### src/rtl/bp_table_arbiter_pkg.sv
// Shared types and constants for the branch-predictor table arbiter:
// counter width, saturation bounds, update FSM encoding and the counter step.
package bp_table_arbiter_pkg;

    localparam int TAG_W_DEF = 8;
    localparam int CNT_W     = 2;

    localparam logic [CNT_W-1:0] SAT_MAX = 2'd3;
    localparam logic [CNT_W-1:0] SAT_MIN = 2'd0;

    typedef enum logic [1:0] {
        INIT = 2'd0,
        IDLE = 2'd1,
        RD   = 2'd2,
        WR   = 2'd3
    } upd_state_e;

    // Saturating 2-bit step: never wraps past SAT_MAX or below SAT_MIN.
    function automatic logic [CNT_W-1:0] sat_update(input logic [CNT_W-1:0] cnt, input logic taken);
        logic [CNT_W-1:0] res;
        res = cnt;
        if (taken) begin
            if (cnt != SAT_MAX) res = cnt + CNT_W'(1);
        end else begin
            if (cnt != SAT_MIN) res = cnt - CNT_W'(1);
        end
        return res;
    endfunction

endpackage

### src/rtl/bp_table_arbiter_if.sv
// Fetch-lookup and ROB-update handshake bundle between the pipeline (master)
// and the predictor table arbiter (slave).
interface bp_table_arbiter_if
    import bp_table_arbiter_pkg::*;
#(
    parameter int TAG_W = TAG_W_DEF
);
    logic             in_fetch_valid;
    logic [TAG_W-1:0] in_fetch_tag;
    logic             out_fetch_ready;
    logic             out_fetch_res_valid;
    logic             out_fetch_res;
    logic             in_rob_valid;
    logic [TAG_W-1:0] in_rob_tag;
    logic             in_rob_taken;
    logic             out_rob_full;
    logic             out_busy;

    modport master (
        output in_fetch_valid, in_fetch_tag, in_rob_valid, in_rob_tag, in_rob_taken,
        input  out_fetch_ready, out_fetch_res_valid, out_fetch_res, out_rob_full, out_busy
    );

    modport slave (
        input  in_fetch_valid, in_fetch_tag, in_rob_valid, in_rob_tag, in_rob_taken,
        output out_fetch_ready, out_fetch_res_valid, out_fetch_res, out_rob_full, out_busy
    );
endinterface

### src/rtl/bp_table_arbiter_ram.sv
// bp_table_ram: single-port 2**TAG_W x 2 counter table, one read or write
// per enabled cycle, read data registered (1-cycle latency, holds when idle).
module bp_table_ram
    import bp_table_arbiter_pkg::*;
#(
    parameter int TAG_W = TAG_W_DEF
) (
    input  logic             clk,
    input  logic             i_en,
    input  logic             i_we,
    input  logic [TAG_W-1:0] i_addr,
    input  logic [CNT_W-1:0] i_wdata,
    output logic [CNT_W-1:0] o_rdata
);
    logic [CNT_W-1:0] r_mem [0:(1<<TAG_W)-1];
    logic [CNT_W-1:0] r_rdata;

    always_ff @(posedge clk) begin
        if (i_en) begin
            if (i_we) r_mem[i_addr] <= i_wdata;
            else      r_rdata       <= r_mem[i_addr];
        end
    end

    assign o_rdata = r_rdata;
endmodule

### src/rtl/bp_table_arbiter.sv
// Port arbiter/sequencer for the predictor table: init sweep, fetch lookups and
// buffered read-modify-write updates. Optional BP_ARB_BYPASS_EN forwards WR data.
module bp_table_arbiter
    import bp_table_arbiter_pkg::*;
#(
    parameter int TAG_W      = TAG_W_DEF,
    parameter int UPD_DEPTH  = 4,
    parameter int STARVE_LIM = 8
) (
    input  logic              clk,
    input  logic              rst,
    input  logic              rdy,
    bp_table_arbiter_if.slave bus
);
    localparam int PTR_W   = $clog2(UPD_DEPTH);
    localparam int CNT_Q_W = PTR_W + 1;
    localparam int STV_W   = $clog2(STARVE_LIM + 1);
    localparam logic [CNT_Q_W-1:0] DEPTH_C  = CNT_Q_W'(UPD_DEPTH);
    localparam logic [STV_W-1:0]   STARVE_C = STV_W'(STARVE_LIM);
    localparam logic [TAG_W-1:0]   IDX_LAST = '1;

    upd_state_e r_state, w_state_next;
    logic [TAG_W-1:0]     r_idx;
    logic [TAG_W-1:0]     r_fifo_tag [UPD_DEPTH];
    logic [UPD_DEPTH-1:0] r_fifo_taken;
    logic [PTR_W-1:0]     r_wr_ptr, r_rd_ptr;
    logic [CNT_Q_W-1:0]   r_count;
    logic [STV_W-1:0]     r_starve;
    logic                 r_rd_pending;
    logic [CNT_W-1:0]     r_new_val;
    logic                 r_res_valid;

    logic             w_full, w_upd_pending, w_fetch_wins, w_fetch_ready;
    logic             w_fetch_grant, w_upd_grant, w_push, w_pop;
    logic [CNT_Q_W-1:0] w_count_next;
    logic [TAG_W-1:0] w_head_tag;
    logic             w_head_taken;
    logic [CNT_W-1:0] w_rdata, w_new_val;
    logic             w_ram_en, w_ram_we;
    logic [TAG_W-1:0] w_ram_addr;
    logic [CNT_W-1:0] w_ram_wdata;

    assign w_full        = (r_count == DEPTH_C) || (r_state == INIT);
    assign w_upd_pending = (r_state == RD) || (r_state == WR);
    assign w_fetch_wins  = bus.in_fetch_valid && (r_starve < STARVE_C) && (r_count != DEPTH_C);
    assign w_fetch_ready = rdy && (r_state != INIT) && (w_fetch_wins || !w_upd_pending);
    assign w_fetch_grant = w_fetch_ready && bus.in_fetch_valid;
    assign w_upd_grant   = rdy && w_upd_pending && !w_fetch_wins;
    assign w_push        = rdy && bus.in_rob_valid && !w_full;
    assign w_pop         = w_upd_grant && (r_state == WR);
    assign w_count_next  = r_count + CNT_Q_W'(w_push) - CNT_Q_W'(w_pop);
    assign w_head_tag    = r_fifo_tag[r_rd_ptr];
    assign w_head_taken  = r_fifo_taken[r_rd_ptr];

    // RAM output is only trustworthy in the first WR cycle; after that a
    // fetch may have overwritten it, so the computed value is held in r_new_val.
    assign w_new_val = r_rd_pending ? sat_update(w_rdata, w_head_taken) : r_new_val;

    always_comb begin
        w_state_next = r_state;
        case (r_state)
            INIT: if (r_idx == IDX_LAST) w_state_next = IDLE;
            IDLE: if ((r_count != '0) || w_push) w_state_next = RD;
            RD:   if (w_upd_grant) w_state_next = WR;
            WR:   if (w_upd_grant) w_state_next = (w_count_next != '0) ? RD : IDLE;
            default: w_state_next = INIT;
        endcase
    end

    always_comb begin
        w_ram_en    = 1'b0;
        w_ram_we    = 1'b0;
        w_ram_addr  = bus.in_fetch_tag;
        w_ram_wdata = SAT_MIN;
        if (r_state == INIT) begin
            w_ram_en   = rdy;
            w_ram_we   = 1'b1;
            w_ram_addr = r_idx;
        end else if (w_fetch_grant) begin
            w_ram_en = 1'b1;
        end else if (w_upd_grant) begin
            w_ram_en    = 1'b1;
            w_ram_we    = (r_state == WR);
            w_ram_addr  = w_head_tag;
            w_ram_wdata = w_new_val;
        end
    end

    always_ff @(posedge clk) begin
        if (rst) begin
            r_state <= INIT;
            r_idx   <= '0;
        end else if (rdy) begin
            r_state <= w_state_next;
            if (r_state == INIT) r_idx <= r_idx + TAG_W'(1);
        end
    end

    always_ff @(posedge clk) begin
        if (rst) begin
            r_wr_ptr     <= '0;
            r_rd_ptr     <= '0;
            r_count      <= '0;
            r_starve     <= '0;
            r_rd_pending <= 1'b0;
            r_res_valid  <= 1'b0;
        end else begin
            if (w_push) r_wr_ptr <= r_wr_ptr + PTR_W'(1);
            if (w_pop)  r_rd_ptr <= r_rd_ptr + PTR_W'(1);
            r_count <= w_count_next;
            if (rdy) begin
                r_rd_pending <= w_upd_grant && (r_state == RD);
                r_res_valid  <= w_fetch_grant;
                if (w_upd_grant)        r_starve <= '0;
                else if (w_upd_pending) r_starve <= r_starve + STV_W'(1);
            end
        end
    end

    always_ff @(posedge clk) begin
        if (w_push) begin
            r_fifo_tag[r_wr_ptr]   <= bus.in_rob_tag;
            r_fifo_taken[r_wr_ptr] <= bus.in_rob_taken;
        end
        if (rdy && r_rd_pending) r_new_val <= w_new_val;
    end

    bp_table_ram #(.TAG_W(TAG_W)) u_ram (
        .clk     (clk),
        .i_en    (w_ram_en),
        .i_we    (w_ram_we),
        .i_addr  (w_ram_addr),
        .i_wdata (w_ram_wdata),
        .o_rdata (w_rdata)
    );

`ifdef BP_ARB_BYPASS_EN
    logic r_byp_hit, r_byp_bit;

    always_ff @(posedge clk) begin
        if (rst) begin
            r_byp_hit <= 1'b0;
            r_byp_bit <= 1'b0;
        end else if (w_fetch_grant) begin
            r_byp_hit <= (r_state == WR) && (bus.in_fetch_tag == w_head_tag);
            r_byp_bit <= w_new_val[1];
        end
    end

    assign bus.out_fetch_res = r_res_valid && (r_byp_hit ? r_byp_bit : w_rdata[1]);
`else
    assign bus.out_fetch_res = r_res_valid && w_rdata[1];
`endif

    assign bus.out_fetch_ready     = w_fetch_ready;
    assign bus.out_fetch_res_valid = r_res_valid;
    assign bus.out_rob_full        = w_full;
    assign bus.out_busy            = (r_state != IDLE);
endmodule

### src/flat_wrapper.sv
// flat-port wrapper written by rule: the top's interface ports become plain ports
module bp_table_arbiter_flat import bp_table_arbiter_pkg::*;
#(
    parameter int TAG_W      = TAG_W_DEF,
    parameter int UPD_DEPTH  = 4,
    parameter int STARVE_LIM = 8
)
  (clk, rst, rdy, bus_in_fetch_valid, bus_in_fetch_tag, bus_in_rob_valid, bus_in_rob_tag, bus_in_rob_taken, bus_out_fetch_ready, bus_out_fetch_res_valid, bus_out_fetch_res, bus_out_rob_full, bus_out_busy);
  bp_table_arbiter_if #(.TAG_W(TAG_W)) bus_i ();
  input  logic clk;
  input  logic rst;
  input  logic rdy;
  input wire logic [$bits(bus_i.in_fetch_valid)-1:0] bus_in_fetch_valid;
  input wire logic [$bits(bus_i.in_fetch_tag)-1:0] bus_in_fetch_tag;
  input wire logic [$bits(bus_i.in_rob_valid)-1:0] bus_in_rob_valid;
  input wire logic [$bits(bus_i.in_rob_tag)-1:0] bus_in_rob_tag;
  input wire logic [$bits(bus_i.in_rob_taken)-1:0] bus_in_rob_taken;
  output wire logic [$bits(bus_i.out_fetch_ready)-1:0] bus_out_fetch_ready;
  output wire logic [$bits(bus_i.out_fetch_res_valid)-1:0] bus_out_fetch_res_valid;
  output wire logic [$bits(bus_i.out_fetch_res)-1:0] bus_out_fetch_res;
  output wire logic [$bits(bus_i.out_rob_full)-1:0] bus_out_rob_full;
  output wire logic [$bits(bus_i.out_busy)-1:0] bus_out_busy;
  assign bus_i.in_fetch_valid = bus_in_fetch_valid;
  assign bus_i.in_fetch_tag = bus_in_fetch_tag;
  assign bus_i.in_rob_valid = bus_in_rob_valid;
  assign bus_i.in_rob_tag = bus_in_rob_tag;
  assign bus_i.in_rob_taken = bus_in_rob_taken;
  assign bus_out_fetch_ready = bus_i.out_fetch_ready;
  assign bus_out_fetch_res_valid = bus_i.out_fetch_res_valid;
  assign bus_out_fetch_res = bus_i.out_fetch_res;
  assign bus_out_rob_full = bus_i.out_rob_full;
  assign bus_out_busy = bus_i.out_busy;
  bp_table_arbiter #(.TAG_W(TAG_W), .UPD_DEPTH(UPD_DEPTH), .STARVE_LIM(STARVE_LIM)) u_core (.clk(clk), .rst(rst), .rdy(rdy), .bus(bus_i));
endmodule
### config.mk
export PLATFORM = sky130hd
export DESIGN_NAME = bp_table_arbiter_flat
export DESIGN_NICKNAME = d
export VERILOG_FILES = /design/src/rtl/bp_table_arbiter_pkg.sv /design/src/rtl/bp_table_arbiter_if.sv /design/src/rtl/bp_table_arbiter_ram.sv /design/src/rtl/bp_table_arbiter.sv /design/src/flat_wrapper.sv
export SDC_FILE = /design/constraint.sdc
export NUM_CORES = 1
export LEC_CHECK = 0
export ABC_AREA = 1
export CAP_MARGIN = 0
export CELL_PAD_IN_SITES_DETAIL_PLACEMENT = 0
export CELL_PAD_IN_SITES_GLOBAL_PLACEMENT = 1
export CORE_MARGIN = 1.5
export CORE_UTILIZATION = 45
export DETAILED_ROUTE_END_ITERATION = 16
export HOLD_SLACK_MARGIN = 0.02
export PLACE_DENSITY = 0.86
export SKIP_CTS_REPAIR_TIMING = 1
export SLEW_MARGIN = 25
export SYNTH_ARGS = -nofsm -noshare
export SYNTH_HDL_FRONTEND = slang
export SYNTH_SLANG_ARGS = --single-unit
### constraint.sdc
create_clock -name clk -period 5.47 [get_ports clk]
set_clock_uncertainty 0.05 [all_clocks]
set_input_delay 0.8205 -clock clk [delete_from_list [all_inputs] [get_ports clk]]
set_output_delay 0.8205 -clock clk [all_outputs]
set_load 0.005 [all_outputs]
* After elaboration in Yosys (flattened, before gate mapping)
Memories as Yosys holds them, arrays and structs flattened. A register that Yosys moved wholly into a read port is not among the register bits. Cells that the tools add are included.
Cells by class: eq/ne operators 12, multiplexer cells 36, $add $sub $neg 8, $lt $le $gt $ge 4, reduce and logical (&&, ||, !) cells 31, bitwise gates (word level) 1
Operators by type and width (number):
- $mux W2 | 14
- $mux W8 | 3
- $logic_and A1 B1 Y1 | 14
- $mux W1 | 13
- $add A8 B1 Y8 const B | 1
- $eq A8 B8 Y1 const B | 1
- $mux W4 | 2
- $ne A2 B1 Y1 const B | 4
- $pmux W2 S4 | 1
- $add A2 B1 Y2 const B | 3
- $lt A2 B3 Y1 const B | 2
- $reduce_and A2 Y1 | 3
- $reduce_bool A2 Y1 | 3
- $reduce_bool A3 Y1 | 2
- $reduce_and A5 Y1 | 1
- $add A4 B1 Y4 const B | 1
- $bwmux W4 | 1
- $eq A2 B2 Y1 const B | 2
- $logic_or A1 B1 Y1 | 4
- $lt A4 B4 Y1 const B | 1
- $ne A2 B2 Y1 const B | 2
- $add A3 B1 Y3 | 1
- $eq A3 B3 Y1 const B | 1
- $logic_not A1 Y1 | 3
- other kinds (9) | 9
Storage, ports and cells: memories kept 2, RAM bits 544, flip-flop bits (word level) 29, word-level logic and storage cells 104
Memories:
- u_core.u_ram.r_mem | depth 256, width 2, rd ports 1, clocked after Yosys merged registers in 1, write ports 1, RTL line bp_table_arbiter_ram.sv:15 | logic [CNT_W-1:0] r_mem [0:(1<<TAG_W)-1];
- u_core.r_fifo_tag | depth 4, width 8, rd ports 1, clocked after Yosys merged registers in 1, write ports 1, RTL line bp_table_arbiter.sv:24 | logic [TAG_W-1:0] r_fifo_tag [UPD_DEPTH];

* Longest topological paths before layout
Gate-level depths: netlist of run 1.
word-level depth 11, depth in mapped cells 21, depth with buffers taken out 20

* Modules after synthesis
From an unflattened synthesis of run 1, not the netlist that was laid out.
Unflattened totals: cell total of the unflattened synthesis 2557, area total of the unflattened synthesis 25239.2 µm²
Modules (own cells, without submodules):
- bp_table_ram | times used 1, cells an instance 2213, area an instance 22273.9 µm²
- bp_table_arbiter | times used 1, cells an instance 344, area an instance 2965.3 µm²

* Worst setup path after synthesis of run 1
Ideal clock, no wire load.
path kind input -> register, from input port bus_in_fetch_valid, to memory u_core.u_ram.r_mem[0][0] (data pin), arrival 4.625 ns, buffers on the path 1, path slack -0.077 ns, setup time 0.872 ns, data required time 4.548 ns, stages on the path 5, cells stage by stage inv_1 > nor2_2 > a21oi_4 > buf_2 > and2_1
On the way: longest elaborated chain between the ends 7, elaborated cells between the ends (all ways) 10, those cells by class mux (3); reduce/logical (7)
RTL lines:
- start: declaration | RTL line flat_wrapper.sv:13 | input wire logic [$bits(bus_i.in_fetch_valid)-1:0] bus_in_fetch_valid;
- $logic_and A1 B1 Y1 (2 in a row) | RTL line bp_table_arbiter.sv:45 | assign w_fetch_wins = bus.in_fetch_valid && (r_starve < STARVE_C) && (r_count != DEPTH_C);
- $logic_not A1 Y1 or $logic_or A1 B1 Y1 (tied branches) | RTL line bp_table_arbiter.sv:48, bp_table_arbiter.sv:46
- $logic_and A1 B1 Y1, on equally long branches | RTL line bp_table_arbiter.sv:48, bp_table_arbiter.sv:46
- $mux W2 or $logic_and A1 B1 Y1 (tied branches) | RTL line bp_table_arbiter.sv:81, bp_table_arbiter.sv:47
- $mux W2 * | RTL line bp_table_arbiter.sv:79 | end else if (w_fetch_grant) begin
- $mux W2 * | RTL line bp_table_arbiter.sv:75 | if (r_state == INIT) begin
- via u_core.u_ram.i_wdata[0] | RTL line bp_table_arbiter_ram.sv:12 | input logic [CNT_W-1:0] i_wdata,
- end: declaration | RTL line bp_table_arbiter_ram.sv:15
The timed path passes the listed nets; every way through them passes the cells marked *.

* Worst setup path after layout of run 1
from input port rdy, to register u_core.u_ram.r_rdata[0], in the netlist u_core.u_ram.o_rdata[0], read port of u_core.u_ram.r_mem (data pin)
On the way: longest elaborated chain between the ends 7, elaborated cells between the ends (all ways) 16, those cells by class mux (9); bitwise (1); reduce/logical (6)
RTL lines:
- start: declaration | RTL line flat_wrapper.sv:12 | input logic rdy;
- $logic_and A1 B1 Y1, on equally long branches (2 in a row) | RTL line bp_table_arbiter.sv:48, bp_table_arbiter.sv:46
- $mux W1 or $logic_and A1 B1 Y1 (tied branches) | RTL line bp_table_arbiter.sv:81, bp_table_arbiter.sv:47
- $mux W1 | RTL line bp_table_arbiter.sv:79
- $mux W1 | RTL line bp_table_arbiter.sv:75
- $not A1 Y1 (no source line)
- $reduce_and A2 Y1 (no source line)
- end: declaration | RTL line bp_table_arbiter_ram.sv:16 | logic [CNT_W-1:0] r_rdata;
Parallel ways exist; a longest one is shown, timed or not. A chain may end at the register's enable or synchronous reset.

==> impl_metrics.env, run 1 <==
export IMPL_status="finished clean"
export IMPL_worstSetupStartpointType="input port"
export IMPL_grt_max_degree=128
export IMPL_area_growth_pct=9.854
export IMPL_coreArea_mm2=0.05913
export IMPL_whs_path_depth=2
export IMPL_p_switching_mw=2.061
export IMPL_clockRootBuffer="clkbuf_16"
export IMPL_antenna_found_initial=0
export IMPL_synth_adder_area_share_pct=0.4450
export IMPL_grt_pass1_vias=18531
export IMPL_via_per_inst=5.356
export IMPL_io_buffer_count=26
export IMPL_p_clk_share_pct=42.0
export IMPL_drt_pass1_iterations=8
export IMPL_place_congestion=0.8412
export IMPL_wirelength_mm=66.30
export IMPL_die_w_um=247.9
export IMPL_grt_overflow=0
export IMPL_seq_area_frac_synth_pct=63.26
export IMPL_ys_ff_latch=577
export IMPL_crit_path_end_kind="flip-flop"
export IMPL_dp_slack_ps=696.9
export IMPL_hold_end="u_core.r_idx[7]"
export IMPL_layout_setup_ws_ps=1292
export IMPL_synth_compound_area_share_pct=2.146
export IMPL_crit_fanout=66
export IMPL_min_period_ps=4178
export IMPL_postLayoutCoreUtil_pct=50.15
export IMPL_synth_avg_cell_area_um2=9.809
export IMPL_drive_above_1_share_pct=5.328
export IMPL_required_ps=5780
export IMPL_final_nets=2740
export IMPL_power_density_mw_per_mm2=311.6
export IMPL_drc=0
export IMPL_pwr_share_seq_pct=51.7
export IMPL_sw_frac_of_total_pct=22.31
export IMPL_p_int_mw=7.179
export IMPL_cap_violations=0
export IMPL_vias=18918
export IMPL_rsz0062_at_grt="no"
export IMPL_period_share_pct=76.38
export IMPL_muxShareOfSynthArea_pct=0
export IMPL_fp_row_count=89
export IMPL_dieArea_mm2=0.06146
export IMPL_dp_cells=3421
export IMPL_hold_start="u_core.r_idx[7]"
export IMPL_first_iter_violations=1977
export IMPL_synth_main_ff_cell="edfxtp_1"
export IMPL_yosys_warnings=0
export IMPL_diodes=0
export IMPL_power_mw=9.240
export IMPL_tns_ps=0
export IMPL_max_vdd_ir_drop_uv=283.3
export IMPL_grtUsageMet1_pct=29.71
export IMPL_synth_top_family_by_area="simple AND/OR/NAND/NOR gates"
export IMPL_synth_xor_area_share_pct=0.06489
export IMPL_hold_viol=0
export IMPL_fin_cells=3532
export IMPL_h_tree_depth=2
export IMPL_synth_distinct_cells=42
export IMPL_synthTopCellsByArea="edfxtp_1, nand2_1, nand3b_1, nand3_1, nor2_1"
export IMPL_routedWlPerCell_um=18.77
export IMPL_grt_busiest_layer="met2"
export IMPL_clkLatencyLatePin_ps=620
export IMPL_floorplan_initialDensity_pct=45.65
export IMPL_clock_sinks=577
export IMPL_total_leakage_power_nw=11.96
export IMPL_criticalPathCategory="in -> reg"
export IMPL_worstRegToRegCells=18
export IMPL_grtUsageTotal_pct=21.88
export IMPL_cts_path_max_buffers=3
export IMPL_min_path_type="reg -> reg"
export IMPL_grt_use_met3_pct=2.703
export IMPL_final_max_slew_violation_count=0
export IMPL_synth_edf_count=552
export IMPL_reg2reg_to="u_core.u_ram.o_rdata[0]"
export IMPL_r2r_slack_ps=1300
export IMPL_async_reset_ff_share_pct=0
export IMPL_fmax_ghz=0.2393
export IMPL_tightestPinTransition_ps=972.5
export IMPL_syn_area_mm2=0.02699
export IMPL_combPwrFrac_pct=6.4
export IMPL_max_slew_margin_pct=35.01
export IMPL_dp_hpwl_mm=38.60
export IMPL_grt_pass1_wl_mm=103.2
export IMPL_synth_nets=2783
export IMPL_die_y_um=247.9
export IMPL_pin_count=27
export IMPL_setup_viol=0
export IMPL_path_clk_slew_ps=60
export IMPL_cts_buffers=59
export IMPL_cts_tree="done"
export IMPL_syn_inst=2752
export IMPL_yosys_area_top_type_share_pct=61.41
export IMPL_yosys_area_share_simple_pct=26.21
export IMPL_use_met2_pct=36.20
export IMPL_cp_arrival_ps=4490
export IMPL_yosysTopAreaCell="edfxtp_1"
export IMPL_detail_route_antenna_nets=0
[cell usage after synthesis, types with 4 or more instances]
library cell	instances
nand2_1	670
edfxtp_1	552
nor2_1	346
inv_1	338
nand3_1	287
nand3b_1	215
buf_2	102
clkbuf_1	46
o21ai_1	33
o21ai_0	28
dfxtp_1	25
a21oi_1	16
buf_4	16
inv_2	11
ha_1	8
nor3_1	7
nor2_2	6
a211oi_1	5
a31oi_1	5
nand2_2	4
o211ai_1	4
[state kept, by name, summed over array words and instances (netlist names), named ones only]
signal	flops
u_core.r_state	2
u_core.r_rd_ptr	2
u_core.r_rd_pending	1
u_core.r_new_val	2
u_core.u_ram.r_mem	512
u_core.r_fifo_taken	4
u_core.r_fifo_tag	32
u_core.u_ram.o_rdata	2
u_core.r_count	3
u_core.bus.out_fetch_res_valid	1
u_core.r_idx	8
u_core.r_wr_ptr	2
u_core.r_starve	4
[per-layer routing]
| metal | wire length (µm) | up-vias |
|---|---|---|
| met5 | 0 | - |
| met4 | 1935 | 0 |
| met3 | 4661 | 119 |
| met2 | 31580 | 671 |
| met1 | 28130 | 9164 |
| li1 | - | 8964 |
[critical path, cell delays in order]
cell and delay [ps]:
clkdlybuf4s50_1 530, nand2_2 120, a21oi_4 420, nand2_1 180
nand3_4 340, buf_4 680, nand3_1 160, nand3_1 130
nand2_1 60, nand2_1 50, nand2_1 130, o21ai_1 150
nand2_1 100, nor2_1 180, nor2_1 60, nor2_1 220
nand2_1 110
[how the worst max path moves through the flow]
stage	start	slack [ps]	end	depth (start not counted)
after floorplan	bus_in_fetch_valid	1760	u_core.u_ram.r_mem[0][0]	5
after global placement	rdy	740	u_core.u_ram.o_rdata[0]	17
after detailed placement	rdy	700	u_core.u_ram.o_rdata[0]	17
after CTS	rdy	1340	u_core.u_ram.o_rdata[0]	17
after global routing	flip-flop	960	u_core.u_ram.o_rdata[0]	18
final	rdy	1290	u_core.u_ram.o_rdata[0]	17
[final cells by class]
class / instances / area (µm²)
Fill cell: 5287 / 29480
Sequential cell: 577 / 17080
Tap cell: 773 / 967.2
Multi-Input combinational cell: 1661 / 7821
Clock buffer: 80 / 1597
Inverter: 349 / 1313
Timing Repair Buffer: 61 / 623.1
Clock inverter: 31 / 256.5
[cell families (layout without fill, tap and decap cells)]
| group | after synthesis | count (layout) |
|---|---|---|
| simple gates | 1549 | 1549 |
| compound gates | 101 | 101 |
| xor+xnor | 2 | 2 |
| flops | 577 | 577 |
| buf+inv | 514 | 521 |
| fa+ha+maj | 9 | 9 |
[placed cells by master (no fill, tap or decap), types with 2 or more instances in the layout]
cell             instances
nand2_1                669
edfxtp_1               552
nor2_1                 346
inv_1                  338
nand3_1                287
nand3b_1               215
clkbuf_16               60
o21ai_1                 33
o21ai_0                 28
buf_4                   27
clkdlybuf4s50_1         26
dfxtp_1                 25
clkbuf_1                18
a21oi_1                 16
clkinv_1                13
inv_2                   10
clkinv_2                10
ha_1                     8
buf_12                   8
nor3_1                   7
nor2_2                   6
a31oi_1                  5
a211oi_1                 5
nand2_2                  4
o211ai_1                 4
bufinv_16                4
nand4_1                  3
o21a_1                   3
nand3_4                  2
or2_2                    2
and2_4                   2
clkbuf_8                 2
[power groups by stage]
stage	logic (mW)	registers, mW	clock network [mW]
after floorplan	0.424	4.87	0
after global placement	0.573	4.87	0
after detailed placement	0.583	4.87	0
after CTS	0.586	4.77	3.93
after global routing	0.655	4.77	4.10
final	0.589	4.77	3.88
[metrics by stage]
step                hold slack [ps]  cell area [µm²]
floorplan                     387.5            27000
global placement              406.6            27800
detailed placement            423.5            27800
CTS                           431.7            29650
global route                  467.1            29650
finish                        430.2            29650
Power figures use the tool's default switching activity.
==> run 2, diff against run 1 <==
--- a/config.mk
+++ b/config.mk
@@ -10,10 +10,10 @@
 export CELL_PAD_IN_SITES_DETAIL_PLACEMENT = 0
 export CELL_PAD_IN_SITES_GLOBAL_PLACEMENT = 1
 export CORE_MARGIN = 1.5
-export CORE_UTILIZATION = 45
+export CORE_UTILIZATION = 50
 export DETAILED_ROUTE_END_ITERATION = 16
 export HOLD_SLACK_MARGIN = 0.02
-export PLACE_DENSITY = 0.86
+export PLACE_DENSITY = 0.9
 export SKIP_CTS_REPAIR_TIMING = 1
 export SLEW_MARGIN = 25
 export SYNTH_ARGS = -nofsm -noshare
==> constraint.sdc (replaced) <==
create_clock -name clk -period 4.2 [get_ports clk]
set_clock_uncertainty 0.05 [all_clocks]
set_input_delay 0.63 -clock clk [delete_from_list [all_inputs] [get_ports clk]]
set_output_delay 0.63 -clock clk [all_outputs]
set_load 0.005 [all_outputs]
==> run 2 against run 1 <==
Against the previous run:
- sequential power grew 30%
- wire length grew 0.43%
- first-iteration DRC count grew 6.8%
- sequential share of layout area shrank 0.69 points
- die area shrank 9.9%
- worst hold slack lost 4.5 ps
- total power grew 30%
- utilization grew 6.5 points
- combinational power grew 35%
- clock power grew 29%
- critical path depth grew 2
- clock-buffer cell count is the same
- critical path type is now reg -> reg
- critical endpoint unchanged
- highest routed layer unchanged
==> impl_metrics.env, run 2 (synthesis results as in run 1) <==
export IMPL_status="finished clean"
export IMPL_max_vdd_ir_drop_uv=524.1
export IMPL_power_density_mw_per_mm2=400.6
export IMPL_fmax_ghz=0.2901
export IMPL_clock_sinks=577
export IMPL_fp_row_count=84
export IMPL_cts_tree="done"
export IMPL_power_mw=12.03
export IMPL_layout_setup_ws_ps=752.4
export IMPL_cp_arrival_ps=3760
export IMPL_min_path_type="reg -> reg"
export IMPL_cap_violations=0
export IMPL_grt_overflow=0
export IMPL_final_max_slew_violation_count=0
export IMPL_worstSetupStartpointType="flip-flop"
export IMPL_clockRootBuffer="clkbuf_16"
export IMPL_max_stage_delay_ps=560
export IMPL_via_per_inst=5.493
export IMPL_hold_start="u_core.r_starve[2]"
export IMPL_routedWlPerCell_um=19.12
export IMPL_path_clk_slew_ps=60
export IMPL_setup_viol=0
export IMPL_period_share_pct=82.09
export IMPL_place_congestion=0.8789
export IMPL_wirelength_mm=66.59
export IMPL_criticalPathCategory="reg -> reg"
export IMPL_first_iter_violations=2112
export IMPL_crit_path_end_kind="flip-flop"
export IMPL_reg_top3="u_core.u_ram.r_mem x512, u_core.r_fifo_tag x32, u_core.r_idx x8"
export IMPL_hold_viol=0
export IMPL_path_buf_inv=4
export IMPL_cts_buffers=59
export IMPL_crit_fanout=33
export IMPL_dp_slack_ps=240.9
export IMPL_diodes=0
export IMPL_drive_above_1_share_pct=6.514
export IMPL_slowest_stage="dfxtp_1"
export IMPL_tightestPinTransition_ps=968.7
export IMPL_grt_max_degree=175
export IMPL_top_register="u_core.u_ram.r_mem"
export IMPL_r2r_slack_ps=750
export IMPL_largest_reg_flops=512
export IMPL_rsz0062_at_grt="no"
export IMPL_die_w_um=235.4
export IMPL_dp_hpwl_mm=39.49
export IMPL_grt_pass1_wl_mm=103.5
export IMPL_tns_ps=0
export IMPL_clkLatencyLatePin_ps=620
export IMPL_grtUsageTotal_pct=24.11
export IMPL_total_leakage_power_nw=12.20
export IMPL_io_buffer_count=26
export IMPL_cts_path_max_buffers=3
export IMPL_pin_count=27
export IMPL_dieArea_mm2=0.05539
export IMPL_vias=19127
export IMPL_area_growth_pct=11.19
export IMPL_path_common_cell="nand2_1"
export IMPL_layout_common_cells="nand2_1, edfxtp_1, nor2_1"
export IMPL_grt_pass1_vias=19017
export IMPL_drt_pass1_iterations=5
export IMPL_detail_route_antenna_nets=0
export IMPL_floorplan_initialDensity_pct=50.96
export IMPL_h_tree_depth=2
export IMPL_required_ps=4510
export IMPL_layout_commonest_cell="nand2_1"
export IMPL_antenna_found_initial=0
export IMPL_final_nets=2777
export IMPL_die_y_um=235.4
export IMPL_min_period_ps=3448
export IMPL_max_slew_margin_pct=35.42
export IMPL_coreArea_mm2=0.05297
export IMPL_drc=0
export IMPL_path_cells="inv_1, nand3_1, nand2_1, nand2_1, nand3_4, inv_4, buf_12, nor2_1, buf_4, nand2_1, nand3_1, nand2_1, nand2_1, o21ai_1, nand2_1, nor2_1, nor2_1, nor2_1, nand2_1"
export IMPL_cpLargestDelayFamily="simple AND/OR/NAND/NOR gates"
## run 2: report_power, final
part | switching, mW | total (mW) | internal, mW
combinational | 0.537 | 0.798 | 0.260
sequential | 0.00233 | 6.22 | 6.22
clock | 2.12 | 5.01 | 2.89
total | 2.66 | 12.0 | 9.37
## run 2: per-stage QoR
stage	utilization, %	instances	hold slack, ps	area, µm²
after floorplan	-	2752	387.5	27000
after global placement	53.18	3373	405.9	28170
after detailed placement	53.18	3373	417.7	28170
after CTS	56.66	3482	424.0	30020
after global routing	56.66	3482	455.1	30020
final	56.66	3482	425.7	30020
## run 2: per-layer routing
layer	vias to the layer above	track usage [%]	wire, µm
met5	-	0	0
met4	0	9.853	2418
li1	9042	-	-
met2	687	39.56	31370
met1	9258	32.34	27600
met3	140	3.588	5192
## run 2: path summary, 6_finish.rpt
check | end | cells past startpoint
setup / recovery | u_core.u_ram.o_rdata[0] | 19
hold / removal | u_core.r_starve[2] | 1
setup reg to reg | u_core.u_ram.o_rdata[0] | 19
hold reg to reg | u_core.r_starve[2] | 1
## run 2: final cells by class
type	count	area [µm²]
Tap cell	688	860.8
Timing Repair Buffer	98	1101
Clock buffer	80	1638
Clock inverter	29	205.2
Inverter	349	1313
Sequential cell	577	17080
Multi-Input combinational cell	1661	7821
Fill cell	4529	22960
==> run 3, diff against run 2 <==
==> constraint.sdc (replaced) <==
create_clock -name clk -period 3.55 [get_ports clk]
set_clock_uncertainty 0.05 [all_clocks]
set_input_delay 0.5325 -clock clk [delete_from_list [all_inputs] [get_ports clk]]
set_output_delay 0.5325 -clock clk [all_outputs]
set_load 0.005 [all_outputs]
==> run 3 against run 2 <==
Against the previous run:
- worst setup slack got worse by 500 ps
- total power rose by 22%
- final cell count rose by 2.1%
- die area did not move
- wire length rose by 3.7%
- clock power rose by 25%
- worst hold slack improved by 19 ps
- maximum frequency rose by 4.6%
- critical path depth fell by 5
- final area rose by 3.1%
- sequential power rose by 18%
- non-clock buffer count rose by 79
- critical path type unchanged
- critical endpoint is now u_core.u_ram.r_mem[143][1]
- largest power group unchanged
==> impl_metrics.env, run 3 (synthesis results as in run 1) <==
export IMPL_combPwrFrac_pct=6.9
export IMPL_layout_common_cells="nand2_1, edfxtp_1, nor2_1"
export IMPL_required_ps=3840
export IMPL_setup_viol=0
export IMPL_pin_count=27
export IMPL_reg2reg_to="u_core.u_ram.r_mem[143][1]"
export IMPL_place_congestion=0.8879
export IMPL_whs_path_depth=2
export IMPL_worstSetupStartpointType="flip-flop"
export IMPL_crit_path_end_kind="flip-flop"
export IMPL_p_clk_share_pct=42.8
export IMPL_total_leakage_power_nw=12.71
export IMPL_hold_start="u_core.r_idx[7]"
export IMPL_grt_max_degree=97
export IMPL_largest_reg_flops=512
export IMPL_grt_pass1_wl_mm=107.2
export IMPL_floorplan_initialDensity_pct=50.96
export IMPL_h_tree_depth=2
export IMPL_final_nets=2856
export IMPL_die_y_um=235.4
export IMPL_power_density_mw_per_mm2=472.5
export IMPL_tightestPinTransition_ps=623.0
export IMPL_grtUsageTotal_pct=24.90
export IMPL_drive_above_1_share_pct=9.449
export IMPL_dieArea_mm2=0.05539
export IMPL_vias=19545
export IMPL_layout_setup_ws_ps=254.2
export IMPL_p_switching_mw=3.279
export IMPL_io_buffer_count=26
export IMPL_path_clk_slew_ps=60
export IMPL_rsz0062_at_grt="no"
export IMPL_fill_cells=4409
export IMPL_cts_tree="done"
export IMPL_max_vdd_ir_drop_uv=484.0
export IMPL_area_growth_pct=14.62
export IMPL_clockRootBuffer="clkbuf_16"
export IMPL_min_period_ps=3296
export IMPL_clkLatencyLatePin_ps=640
export IMPL_period_share_pct=92.84
export IMPL_layout_commonest_cell="nand2_1"
export IMPL_first_iter_violations=2189
export IMPL_wirelength_mm=69.04
export IMPL_diodes=0
export IMPL_dp_hpwl_mm=43.29
export IMPL_worstRegToRegCells=14
export IMPL_fmax_ghz=0.3034
export IMPL_sw_frac_of_total_pct=22.43
export IMPL_cts_buffers=59
export IMPL_top_register="u_core.u_ram.r_mem"
export IMPL_postLayoutCoreUtil_pct=58.41
export IMPL_grt_pass1_vias=19394
export IMPL_detail_route_antenna_nets=0
export IMPL_routedWlPerCell_um=19.42
export IMPL_cap_violations=0
export IMPL_fp_row_count=84
export IMPL_cp_arrival_ps=3580
export IMPL_hold_end="u_core.r_idx[7]"
export IMPL_drc=0
export IMPL_clock_sinks=577
export IMPL_pwr_share_seq_pct=50.3
export IMPL_dp_slack_ps=-268.5
export IMPL_max_slew_margin_pct=58.33
export IMPL_reg_top3="u_core.u_ram.r_mem x512, u_core.r_fifo_tag x32, u_core.r_idx x8"
export IMPL_die_w_um=235.4
export IMPL_hold_viol=0
export IMPL_via_per_inst=5.496
export IMPL_p_int_mw=11.34
export IMPL_holdWs_ps=444.2
export IMPL_grt_overflow=0
export IMPL_coreArea_mm2=0.05297
export IMPL_antenna_found_initial=0
export IMPL_min_path_type="reg -> reg"
export IMPL_criticalPathCategory="reg -> reg"
export IMPL_cts_path_max_buffers=3
export IMPL_status="finished clean"
export IMPL_r2r_slack_ps=250
export IMPL_crit_fanout=15
export IMPL_drt_pass1_iterations=5
export IMPL_final_max_slew_violation_count=0
-- run 3: changes by cell type in the layout (fill, tap and decap cells not counted) --
cell and change:
clkbuf_1 -7, bufinv_16 +4, inv_16 +1, nor2_1 -1
nor2_2 +1, inv_6 +4, clkinvlp_4 +1, clkinv_4 +1
buf_4 +59, buf_12 +19, clkinv_1 -7, clkbuf_16 -2
buf_6 +1
-- run 3: routing by layer --
layer	vias up	part of all wire, %	GRT usage (%)
met3	141	7.9	3.014
met1	9439	42	34.32
li1	9206	-	-
met5	-	0	0
met4	0	3.2	9.756
met2	759	47	40.51
-- run 3: layout make-up --
cell class	instances	area, µm²	share of cell area (%)
sequential	577	17080	55.19
clock inverter	33	370.4	1.197
clock buffer	71	1562	5.047
multi-input combinational	1661	7824	25.29
timing repair buffer	177	1936	6.256
tap	688	860.8	2.782
inverter	349	1313	4.242
-- run 3: worst max-delay path: stages (launching register included) --
cell and delay [ps]:
dfxtp_1 370, inv_2 230, o21ai_0 270, o211ai_1 170, o21ai_0 130, nor2_2 240, inv_1 120, buf_4 150
nor2_2 170, buf_12 180, inv_2 60, nor2_1 250, nand2_1 150, buf_4 230, nor2_1 200
-- run 3: power by group through the flow --
stage | clock (mW) | combinational [mW] | sequential, mW
after floorplan | 0 | 0.653 | 7.50
after global placement | 0 | 0.987 | 7.50
after detailed placement | 0 | 1.00 | 7.50
after CTS | 6.32 | 1.01 | 7.36
after global routing | 6.55 | 1.11 | 7.35
final | 6.25 | 1.01 | 7.36
-- run 3: stage by stage --
stage / total power, mW / cell area, µm² / cells / TNS, ps
3_5_place_dp: 8.501 / 29000 / 3452 / -16970
4_1_cts: 14.69 / 30930 / 3556 / 0
3_3_place_gp: 8.488 / 29000 / 3452 / -6858
2_1_floorplan: 8.154 / 27000 / 2752 / 0
6_report: 14.62 / 30940 / 3556 / 0
5_1_grt: 15.02 / 30940 / 3556 / 0
-- run 3: worst max-delay path by stage --
stage / start / endpoint / slack, ps
after floorplan: bus_in_fetch_valid / u_core.u_ram.r_mem[0][0] / 130
final: flip-flop / u_core.u_ram.r_mem[143][1] / 250
after CTS: flip-flop / u_core.u_ram.r_mem[143][1] / 170
after detailed placement: rdy / u_core.u_ram.o_rdata[0] / -270
after global placement: bus_in_fetch_valid / u_core.u_ram.o_rdata[0] / -220
after global routing: u_core.r_count[1] / u_core.u_ram.o_rdata[0] / 10
